### config.mk
export PLATFORM = sky130hd
export DESIGN_NAME = scrambler_seq_ctrl
export DESIGN_NICKNAME = d
export VERILOG_FILES = /design/src/rtl/scrambler_seq_ctrl_pkg.sv /design/src/rtl/scrambler_seq_ctrl_sat_counter.sv /design/src/rtl/scrambler_seq_ctrl.sv
export SDC_FILE = /design/constraint.sdc
export NUM_CORES = 1
export LEC_CHECK = 0
export CAP_MARGIN = 40
export CORE_UTILIZATION = 35
export DETAILED_ROUTE_END_ITERATION = 12
export PLACE_DENSITY = 0.8
export SYNTH_ARGS = -nofsm -noshare
export SYNTH_HDL_FRONTEND = slang
export SYNTH_SLANG_ARGS = --single-unit
### constraint.sdc
create_clock -name CLK -period 3.2 [get_ports CLK]
set_clock_uncertainty 0.05 [all_clocks]
set_input_delay 0.48 -clock CLK [delete_from_list [all_inputs] [get_ports CLK]]
set_output_delay 0.48 -clock CLK [all_outputs]
set_load 0.005 [all_outputs]
### src/rtl/scrambler_seq_ctrl_pkg.sv
// Shared constants, state encoding and header helper for the 64b/66b TX scrambler sequencer.
package scrambler_seq_ctrl_pkg;

  localparam logic [1:0]  SyncData = 2'b01;
  localparam logic [1:0]  SyncCtrl = 2'b10;

  localparam logic [63:0] IdleBlk  = 64'h0000_0000_0000_001E;
  // Error block: type byte 0x1E in the LSBs, eight 7-bit /E/ characters above it.
  localparam logic [63:0] ErrBlk   = {{8{7'h1E}}, 8'h1E};

  typedef enum logic [1:0] {
    StInit  = 2'b00,
    StPrime = 2'b01,
    StRun   = 2'b10
  } state_e;

  function automatic logic hdr_is_valid(input logic [1:0] hdr);
    return (hdr == SyncData) || (hdr == SyncCtrl);
  endfunction

endpackage

### src/rtl/scrambler_seq_ctrl_sat_counter.sv
// Saturating up-counter with asynchronous active-low clear.
module scrambler_seq_ctrl_sat_counter #(
  parameter int unsigned CNT_W = 32
) (
  input  logic             CLK,
  input  logic             reset_n,
  input  logic             inc,
  output logic [CNT_W-1:0] count
);

  logic [CNT_W-1:0] count_q, count_d;

  always_comb begin
    count_d = count_q;
    if (inc && (count_q != '1)) begin
      count_d = count_q + CNT_W'(1);
    end
  end

  always_ff @(posedge CLK or negedge reset_n) begin
    if (!reset_n) begin
      count_q <= '0;
    end else begin
      count_q <= count_d;
    end
  end

  assign count = count_q;

endmodule

### src/rtl/scrambler_seq_ctrl.sv
// Sequences the 64b/66b TX scrambler: reset hold, idle priming, then one block per cycle with
// idle insertion and invalid-header replacement; registers scrambled output with its header.
module scrambler_seq_ctrl
  import scrambler_seq_ctrl_pkg::*;
#(
  parameter int unsigned INIT_CYCLES  = 4,
  parameter int unsigned PRIME_BLOCKS = 16,
  parameter int unsigned CNT_W        = 32
) (
  input  logic             CLK,
  input  logic             reset_n,
  input  logic             en,
  input  logic             in_valid,
  output logic             in_ready,
  input  logic [1:0]       in_hdr,
  input  logic [63:0]      in_data,
  output logic             scr_reset,
  output logic [63:0]      scr_din,
  input  logic [63:0]      scr_dout,
  output logic             out_valid,
  output logic [1:0]       out_hdr,
  output logic [63:0]      out_data,
  output logic [CNT_W-1:0] blk_cnt,
  output logic [CNT_W-1:0] idle_cnt,
  output logic [CNT_W-1:0] hdr_err_cnt,
  output logic [1:0]       state
);

  localparam int unsigned CycMax = (INIT_CYCLES > PRIME_BLOCKS) ? INIT_CYCLES : PRIME_BLOCKS;
  localparam int unsigned CycW   = (CycMax > 1) ? $clog2(CycMax) : 1;

  localparam logic [CycW-1:0] InitLast  = CycW'(INIT_CYCLES - 1);
  localparam logic [CycW-1:0] PrimeLast = (PRIME_BLOCKS > 0) ? CycW'(PRIME_BLOCKS - 1) : '0;

  state_e          state_q, state_d;
  logic [CycW-1:0] cyc_q, cyc_d;
  logic [1:0]      sel_hdr;
  logic            inc_blk, inc_idle, inc_err;

  logic            out_valid_q;
  logic [1:0]      out_hdr_q;
  logic [63:0]     out_data_q;

  always_comb begin
    state_d   = state_q;
    cyc_d     = cyc_q;
    scr_reset = 1'b0;
    in_ready  = 1'b0;
    scr_din   = IdleBlk;
    sel_hdr   = SyncCtrl;
    inc_blk   = 1'b0;
    inc_idle  = 1'b0;
    inc_err   = 1'b0;

    unique case (state_q)
      StInit: begin
        scr_reset = 1'b1;
        if (cyc_q == InitLast) begin
          cyc_d   = '0;
          state_d = (PRIME_BLOCKS == 0) ? StRun : StPrime;
        end else begin
          cyc_d = cyc_q + CycW'(1);
        end
      end
      StPrime: begin
        if (cyc_q == PrimeLast) begin
          cyc_d   = '0;
          state_d = StRun;
        end else begin
          cyc_d = cyc_q + CycW'(1);
        end
      end
      StRun: begin
        in_ready = en;
        // The scrambler never stalls: anything not accepted becomes an idle block.
        if (en) begin
          inc_blk = 1'b1;
          if (in_valid) begin
            if (hdr_is_valid(in_hdr)) begin
              scr_din = in_data;
              sel_hdr = in_hdr;
            end else begin
              scr_din = ErrBlk;
              inc_err = 1'b1;
            end
          end else begin
            inc_idle = 1'b1;
          end
        end
      end
      default: begin
        state_d = StInit;
        cyc_d   = '0;
      end
    endcase

    if (!en) begin
      state_d = StInit;
      cyc_d   = '0;
    end
  end

  always_ff @(posedge CLK or negedge reset_n) begin
    if (!reset_n) begin
      state_q <= StInit;
      cyc_q   <= '0;
    end else begin
      state_q <= state_d;
      cyc_q   <= cyc_d;
    end
  end

  always_ff @(posedge CLK or negedge reset_n) begin
    if (!reset_n) begin
      out_valid_q <= 1'b0;
      out_hdr_q   <= 2'b00;
      out_data_q  <= '0;
    end else if (state_q == StInit) begin
      out_valid_q <= 1'b0;
    end else begin
      out_valid_q <= 1'b1;
      out_hdr_q   <= sel_hdr;
      out_data_q  <= scr_dout;
    end
  end

  scrambler_seq_ctrl_sat_counter #(.CNT_W(CNT_W)) u_blk_cnt (
    .CLK     (CLK),
    .reset_n (reset_n),
    .inc     (inc_blk),
    .count   (blk_cnt)
  );

  scrambler_seq_ctrl_sat_counter #(.CNT_W(CNT_W)) u_idle_cnt (
    .CLK     (CLK),
    .reset_n (reset_n),
    .inc     (inc_idle),
    .count   (idle_cnt)
  );

  scrambler_seq_ctrl_sat_counter #(.CNT_W(CNT_W)) u_hdr_err_cnt (
    .CLK     (CLK),
    .reset_n (reset_n),
    .inc     (inc_err),
    .count   (hdr_err_cnt)
  );

  assign out_valid = out_valid_q;
  assign out_hdr   = out_hdr_q;
  assign out_data  = out_data_q;
  assign state     = state_q;

endmodule

# Yosys cells after proc, flatten, opt, wreduce, memory -nomap -nowiden
# Index checks and enable logic that the tools add are counted.
totals:
  ff_bits: 169
  input_bits: 134
  output_inout_bits: 231
op_classes:
  addsub: 4
  n_eq_ne: 12
  n_mux: 28
  n_reduce_logical: 6
op_table:
  columns: ["op", "n"]
  rows:
  - ["$mux 64", 4]
  - ["$add 32x1->32 const B", 3]
  - ["$ne 32x32->1 const B", 3]
  - ["$mux 2", 7]
  - ["$mux 1", 12]
  - ["$mux 4", 3]
  - ["$pmux 4 s3", 1]
  - ["$ne 3x3->1 const B", 2]
  - ["$pmux 2 s3", 1]
  - ["$add 4x1->4 const B", 1]
  - ["$eq 2x1->1 const B", 2]
  - ["$eq 2x2->1 const B", 2]
  - ["$eq 4x2->1 const B", 1]
  - ["$eq 4x4->1 const B", 1]
  - ["$logic_and 1x1->1", 3]
  - ["$reduce_and 3->1", 1]
  - ["$logic_not 2->1", 1]
  - ["$ne 2x2->1 const B", 1]
  - ["$logic_or 1x1->1", 1]

# Depth between registers and ports, before layout
# Gate-level depths: netlist of the first run.
logic_depth:
  depth_word: 7
  ltp_mapped: 9
  depth_no_buf: 6

# Hierarchy
# A second synthesis of the first run with hierarchy kept.
hier_totals:
  hier_cells: 749
  area_unflattened_um2: 8400.6
by_module_without_submodules:
  columns: ["module", "instances", "cells_each", "area_per_inst_um2", "seq_area_each_um2"]
  rows:
  - ["scrambler_seq_ctrl_sat_counter", 3, 151, 1624.1, 800.8]
  - ["scrambler_seq_ctrl", 1, 296, 3528.4, 1826.8]

# Least setup slack after synthesis of the first run
# No wires, ideal clock.
synth_path:
  path_type: "reg2out"
  from: "reg state_q[0] (netlist: state[0])"
  to: "out scr_din[15]"
  t_arrival_ns: 1.848
  setup_slack_ns: 0.822
  stages_incl_launch_ff: 8
  path_cell_list: "dfrtp_1 > clkbuf_1 > nand3b_1 > clkinv_1 > nand2_1 > nor2_1 > clkbuf_1 > and2_1"
synth_via:
  elab_chain_len: 2
synth_lines:
  columns: ["item", "line", "rtl"]
  rows:
  - ["start: declaration", "scrambler_seq_ctrl.sv:35", "state_e state_q, state_d;"]
  - ["start signal: assignment", "scrambler_seq_ctrl.sv:105", "state_q <= StInit;"]
  - ["start signal: assignment", "scrambler_seq_ctrl.sv:108", "state_q <= state_d;"]
  - ["$eq 2x2->1", "scrambler_seq_ctrl.sv:55", "unique case (state_q)"]
  - ["$mux 64", "scrambler_seq_ctrl.sv:55", null]
  - ["end: declaration", "scrambler_seq_ctrl.sv:18", "output logic [63:0] scr_din,"]
# No other way between the ends.

# Worst setup path after layout of the first run
layout_path:
  from: "in in_hdr[1]"
  to: "out scr_din[3]"
layout_via:
  elab_chain_len: 6
layout_lines:
  columns: ["item", "line", "rtl"]
  rows:
  - ["start: declaration", "scrambler_seq_ctrl.sv:15", "input logic [1:0] in_hdr,"]
  - ["$eq 2x1->1 or $eq 2x2->1 (tied branches)", "scrambler_seq_ctrl_pkg.sv:18", "return (hdr == SyncData) || (hdr == SyncCtrl);"]
  - ["$logic_or 1x1->1 (*)", "scrambler_seq_ctrl_pkg.sv:18", null]
  - ["$mux 64 (*)", "scrambler_seq_ctrl.sv:79", "if (hdr_is_valid(in_hdr)) begin"]
  - ["$mux 64 (*)", "scrambler_seq_ctrl.sv:78", "if (in_valid) begin"]
  - ["$mux 64 (*)", "scrambler_seq_ctrl.sv:76", "if (en) begin"]
  - ["$mux 64 (*)", "scrambler_seq_ctrl.sv:55", null]
# Mark *: on every way between the ends. The rest lies on a longest branch, timed or not.

==> results.json, run 1 <==
{
  "outcome": "completed",
  "synth_area_leader_cell": "dfrtp_1",
  "postPlaceCellArea_um2": 12100,
  "ys_warn_count": 0,
  "grt_use_total": 0.206,
  "gp_congestion": 0.851,
  "num_vias": 7046,
  "dieWidth_um": 154,
  "fin_crit_ns": 3.01,
  "core_area_um2": 22600,
  "maxSlewViolCount": 0,
  "cts_setup_buffers": 0,
  "setup_viol": 0,
  "pre_cts_slack_ns": 0.190,
  "clock-sinks": 169,
  "p_int_uw": 4770,
  "p_seq_frac": 0.426,
  "cts_tree": "done",
  "p_leak_uw": 0.00530,
  "met3_wirelength_um": 1760,
  "synthArstFlopShare": 1.00,
  "crit_chain": "clkdlybuf4s50_1 -> inv_1 -> ha_1 -> buf_4 -> or3_1 -> clkdlybuf4s50_1",
  "path_clk_slew_ns": 0.07,
  "drt_pass1_iterations": 5,
  "finalNetCount": 1244,
  "netlist_area_um2": 8060,
  "hold_buffers": 0,
  "ios": 365,
  "routedWlPerCell_um": 17.1,
  "routed_wl_um": 24000,
  "fillers": 1935,
  "worstPathRequired_ns": 2.67,
  "seq_area_um2": 4230,
  "synth_top_area_share": 0.525,
  "clkPwrFrac": 0.322,
  "setup_tns_ns": 0,
  "syn2layout_area_growth_pct": 57.1,
  "fin_crit_sh": 0.940,
  "crit_type": "input port to primary output",
  "synthSimpleGateAreaFrac": 0.229,
  "synthAdderAreaFrac": 0.00777,
  "worst_path_dominant_cell_family": "buffers and inverters",
  "worstPathArrival_ns": 2.48,
  "diodes": 0,
  "vdd_drop_max_v": 0.000306,
  "ant_nets": 0,
  "maxCapViolCount": 0,
  "cp_common_cell": "clkdlybuf4s50_1",
  "design_area_um2": 12700,
  "netlist_instances": 736,
  "cpPeakStageDelay_ns": 0.46,
  "fmax_mhz": 332,
  "crit_path_end_kind": "primary output",
  "wl_met1_um": 9730,
  "grt_max_degree": 86,
  "synth_xor_area_frac": 0.100,
  "cts-root-buf": "clkbuf_16",
  "seq_area_frac_synth": 0.525,
  "port_buffers": 364,
  "dr.max_layer_used": "met4",
  "multi_input_area_um2": 3650,
  "antenna_found_initial": 0,
  "worstSetupStartpointType": "input port",
  "setup_slack_ns": 0.191,
  "synth_compound_area_frac": 0.0213,
  "viasPerCell": 5.02,
  "dp_hpwl_um": 18300,
  "rows": 55,
  "worst_slew_pin_slew_ns": 0.811,
  "yosysMostFrequentCell": "dfrtp_1",
  "avgSynthCellArea_um2": 10.9,
  "synth_top_family_by_area": "simple AND/OR/NAND/NOR gates",
  "p_sw_frac": 0.256,
  "clk_path_buf_depth": 2,
  "post_route_cells_drive_above_1_share": 0.118,
  "fp.dieH_um": 154,
  "wl_met2_um": 12000,
  "synth.area.mux_share": 0.0949,
  "rsz0062_at_grt": "no",
  "combPwrFrac": 0.252,
  "hold_class": "input port to asynchronous set/reset pin",
  "grt_pass1_vias": 6969,
  "synthTopCellsByCount": "169 x dfrtp_1, 96 x nor2_1, 66 x mux2_2",
  "timing.critical_path.buf_inv": 4,
  "cts_resized": 0,
  "fin_util": 0.561,
  "total_power_uw": 6410,
  "switchingPower_uw": 1640,
  "drcViolationCount": 0,
  "start_util": 0.357,
  "synth_ff_type": "dfrtp_1",
  "relSlewSlack": 0.460,
  "die_area_um2": 23600,
  "crit_slowest_cell": "clkdlybuf4s50_1",
  "yosys-top-cells-area": "dfrtp_1 53%, mux2_2 9.2%, xnor2_1 5.9%",
  "cts_made_buffers": 17,
  "grt_overflow": 0,
  "syn_nets": 875,
  "cts.htree.levels": 4,
  "grt_pass1_wl_um": 38000,
  "clk_latency_ns": 0.42,
  "drt_iter0_markers": 447,
  "finalHoldViolations": 0,
  "p_per_area_nw_per_um2": 506,
  "ys_types": 52,
  "synth_edf_count": 0,
  "ys_ff_latch": 169,
  "path_max_fanout": 22
}
sequential cells by signal, indices dropped and copies added (netlist names):
signal	count
cyc_q	4
out_data	64
out_hdr	2
out_valid	1
state	2
u_blk_cnt.count	32
u_hdr_err_cnt.count	32
u_idle_cnt.count	32
metal layers:
| layer | track usage | vias up |
|---|---|---|
| li1 | - | 3299 |
| met1 | 0.247 | 3401 |
| met2 | 0.353 | 313 |
| met3 | 0.0538 | 33 |
| met4 | 0.0786 | 0 |
| met5 | 0 | - |
placed cells by master (no fill, tap or decap), types with 2 or more instances in the layout:
cell,count
clkdlybuf4s50_1,363
dfrtp_1,169
nor2_1,96
mux2_2,66
xnor2_1,54
nand2_1,48
xor2_1,38
nand3_1,33
and2_1,31
nand4_1,28
nor4_1,21
clkbuf_16,17
and3_1,15
nor3_1,14
buf_4,12
and4_1,10
nand3_2,9
inv_1,8
or3_1,8
inv_6,6
or4_1,5
a21oi_1,5
nor2b_1,5
ha_1,5
o21ai_0,4
nand3b_1,3
nor4b_1,3
nor3b_1,3
inv_8,3
buf_12,3
o2111a_1,2
or4_4,2
clkinvlp_4,2
path summary, 6_finish.rpt:
check                                          to  slack [ns]              startpoint  cells past startpoint
setup / recovery                       scr_din[3]        0.19               in_hdr[1]                      6
hold / removal                       out_data[29]        0.03                 reset_n                      1
setup reg to reg              u_idle_cnt.count[1]        0.69    u_idle_cnt.count[17]                      5
hold reg to reg            u_hdr_err_cnt.count[5]        0.43  u_hdr_err_cnt.count[5]                      1
max in group asynchronous                cyc_q[3]        2.26                 reset_n                      2
min in group CLK           u_hdr_err_cnt.count[5]        0.43  u_hdr_err_cnt.count[5]                      1
cell families after synthesis:
group                      count (synthesis)
DFF                                      169
muxes                                     68
AOI/OAI and AO/OA                         20
xor gates and xnor gates                  92
buffers and inverters                     39
adders and majority gates                  5
and+or+nand+nor                          343
final cells by class:
class	count	area share
inverter	10	0.00297
tap	285	0.0282
timing repair buffer	379	0.300
clock buffer	18	0.0339
multi-input combinational	528	0.289
sequential	169	0.334
clock inverter	14	0.0124
through the flow:
step	std cells	hold slack (ns)
3_3_place_gp	1371	0.424
4_1_cts	1403	0.0536
6_report	1403	0.0272
5_1_grt	1403	0.0884
3_5_place_dp	1371	0.427
2_1_floorplan	736	0.134
worst register-to-register path, delay by kind of cell, from the launching register on:
| family | cells | cell delay [ns] |
|---|---|---|
| simple gates | 4 | 1.56 |
| mux | 1 | 0.33 |
| flops | 1 | 0.45 |
power groups by stage:
stage / clock network, µW / registers, µW / logic [µW]
2_1_floorplan: 0 / 2780 / 471
3_3_place_gp: 0 / 2740 / 1610
3_5_place_dp: 0 / 2770 / 1630
4_1_cts: 2110 / 2730 / 1640
5_1_grt: 2210 / 2770 / 1720
6_report: 2070 / 2730 / 1610
Power figures use the tool's default switching activity.
==> run 2: changes to the inputs <==
CAP_MARGIN = default   (was 40)
==> results of run 2 <==
Final layout, timing and power as in run 1 (identical DEF).
==> run 3: changes to the inputs <==
PLACE_DENSITY = 0.69   (was 0.8)
==> run 3 against run 2 <==
Net effect: total power rose by 2.8%; highest routed layer unchanged; register-to-register slack barely moved; sequential share of layout area fell by 0.15 points; global-route usage barely moved; first-iteration DRC count fell by 24%; critical path type unchanged; via count fell by 0.61%; maximum frequency barely moved; clock-buffer cell count did not move; combinational power barely moved; cell count barely moved; die area did not move; cell area rose by 0.46%.
==> results.json, run 3 (synthesized netlist as in run 1, its figures left out) <==
{
  "outcome": "completed",
  "fmax_mhz": 332,
  "num_vias": 7003,
  "clkPwrFrac": 0.341,
  "core_area_um2": 22600,
  "combPwrFrac": 0.247,
  "clk_latency_ns": 0.43,
  "syn2layout_area_growth_pct": 57.8,
  "grt_overflow": 0,
  "hold_buffers": 0,
  "worstPathArrival_ns": 2.48,
  "fin_crit_ns": 3.01,
  "cp_num_cells": 7,
  "setup_viol": 0,
  "path_clk_slew_ns": 0.07,
  "finalHoldViolations": 0,
  "grt_pass1_vias": 6960,
  "worst_slew_pin_slew_ns": 0.967,
  "cpPeakStageDelay_ns": 0.50,
  "vdd_drop_max_v": 0.000280,
  "holdWs_ns": 0.0973,
  "maxSlewViolCount": 0,
  "cts-root-buf": "clkbuf_16",
  "maxCapViolCount": 0,
  "antenna_found_initial": 0,
  "p_per_area_nw_per_um2": 518,
  "fp.dieH_um": 154,
  "p_int_uw": 4990,
  "cts_setup_buffers": 0,
  "grt_max_degree": 170,
  "gp_congestion": 0.825,
  "clock-sinks": 169,
  "finalNetCount": 1245,
  "post_route_cells_drive_above_1_share": 0.119,
  "cp_common_cell": "clkdlybuf4s50_1",
  "p_sw_frac": 0.242,
  "drt_iter0_markers": 338,
  "drcViolationCount": 0,
  "cts_tree": "done",
  "cts.htree.levels": 4,
  "viasPerCell": 4.99,
  "drt_pass1_iterations": 5,
  "cts_made_buffers": 17,
  "worstRegToRegCells": 5,
  "dieWidth_um": 154,
  "worstSetupStartpointType": "input port",
  "clk_path_buf_depth": 2,
  "pre_cts_slack_ns": 0.137,
  "setup_slack_ns": 0.191,
  "start_util": 0.357,
  "ios": 365,
  "path_max_fanout": 28,
  "diodes": 0,
  "routed_wl_um": 23900,
  "setup_tns_ns": 0,
  "die_area_um2": 23600,
  "rows": 55,
  "ant_nets": 0,
  "port_buffers": 364,
  "p_seq_frac": 0.413,
  "routedWlPerCell_um": 17.1,
  "switchingPower_uw": 1590,
  "crit_path_end_kind": "primary output",
  "dp_hpwl_um": 18000,
  "crit_chain": "clkdlybuf4s50_1 -> inv_1 -> ha_1 -> nor2_1 -> buf_4 -> and2_1 -> clkdlybuf4s50_1",
  "rsz0062_at_grt": "no",
  "hold_class": "input port to asynchronous set/reset pin",
  "p_leak_uw": 0.00534,
  "fin_crit_sh": 0.940,
  "grt_pass1_wl_um": 37900,
  "crit_slowest_cell": "clkdlybuf4s50_1",
  "final_cell_mix": "363 x clkdlybuf4s50_1, 169 x dfrtp_1, 96 x nor2_1, 66 x mux2_2, 54 x xnor2_1",
  "crit_type": "input port to primary output",
  "worstPathRequired_ns": 2.67,
  "largest_reg_flops": 64,
  "relSlewSlack": 0.355,
  "fillers": 1987,
  "grt_use_total": 0.206,
  "final_common_cell": "clkdlybuf4s50_1",
  "worst_path_dominant_cell_family": "buffers and inverters",
  "timing.critical_path.buf_inv": 4,
  "cts_resized": 0
}
==> run 3: cell types whose count changed in the layout (fill, tap and decap cells not counted) <==
cell | before | now
buf_4 | 12 | 13
inv_8 | 3 | 2
bufinv_16 | 1 | 4
inv_6 | 6 | 4
clkinv_4 | 1 | 2
clkinv_2 | 0 | 1
clkinvlp_4 | 2 | 1
clkinv_8 | 1 | 0
==> run 3: final cells by class <==
cell class | count | area, µm² | share of cell area
Sequential cell | 169 | 4230 | 0.333
Timing Repair Buffer | 380 | 3800 | 0.299
Multi-Input combinational cell | 528 | 3650 | 0.287
Clock buffer | 18 | 429 | 0.0338
Tap cell | 285 | 357 | 0.0280
Clock inverter | 14 | 208 | 0.0163
Inverter | 10 | 37.5 | 0.00295
==> run 3: through the flow <==
step                power, µW  utilization  cell area, µm²  cells
floorplan                3250            -            8060    736
global placement         4370        0.535           12100   1372
detailed placement       4410        0.535           12100   1372
CTS                      6670        0.563           12700   1404
global route             6900        0.563           12700   1404
finish                   6590        0.563           12700   1404
==> run 3: power by group through the flow <==
| stage | Combinational (µW) | Clock, µW | Sequential [µW] |
|---|---|---|---|
| 5_1_grt | 1750 | 2380 | 2770 |
| 4_1_cts | 1650 | 2290 | 2720 |
| 6_report | 1620 | 2240 | 2720 |
| 3_3_place_gp | 1640 | 0 | 2740 |
| 2_1_floorplan | 471 | 0 | 2780 |
| 3_5_place_dp | 1650 | 0 | 2760 |
==> run 3: path summary, 6_finish.rpt <==
kind                       slack, ns                       to                    start
setup / recovery                0.19              scr_din[13]                in_hdr[1]
hold / removal                   0.1             out_data[59]                  reset_n
setup reg to reg                0.68      u_idle_cnt.count[1]     u_idle_cnt.count[17]
hold reg to reg                 0.44  u_hdr_err_cnt.count[20]  u_hdr_err_cnt.count[20]
max in group asynchronous       2.23     u_idle_cnt.count[30]                  reset_n
min in group CLK                0.44  u_hdr_err_cnt.count[20]  u_hdr_err_cnt.count[20]
==> run 3: worst register-to-register path, stage by stage (launching register included) <==
cell and delay [ns]:
dfrtp_1 0.47, nand4_2 0.21, or4_4 0.60, or4_4 0.58
nand2_1 0.16, mux2_1 0.33
==> run 3: metal layers <==
layer,up-vias,track usage,part of all wire
li1,3305,-,-
met2,309,0.362,0.51
met3,31,0.0499,0.070
met4,0,0.0733,0.022
met5,-,0,0
met1,3358,0.244,0.40
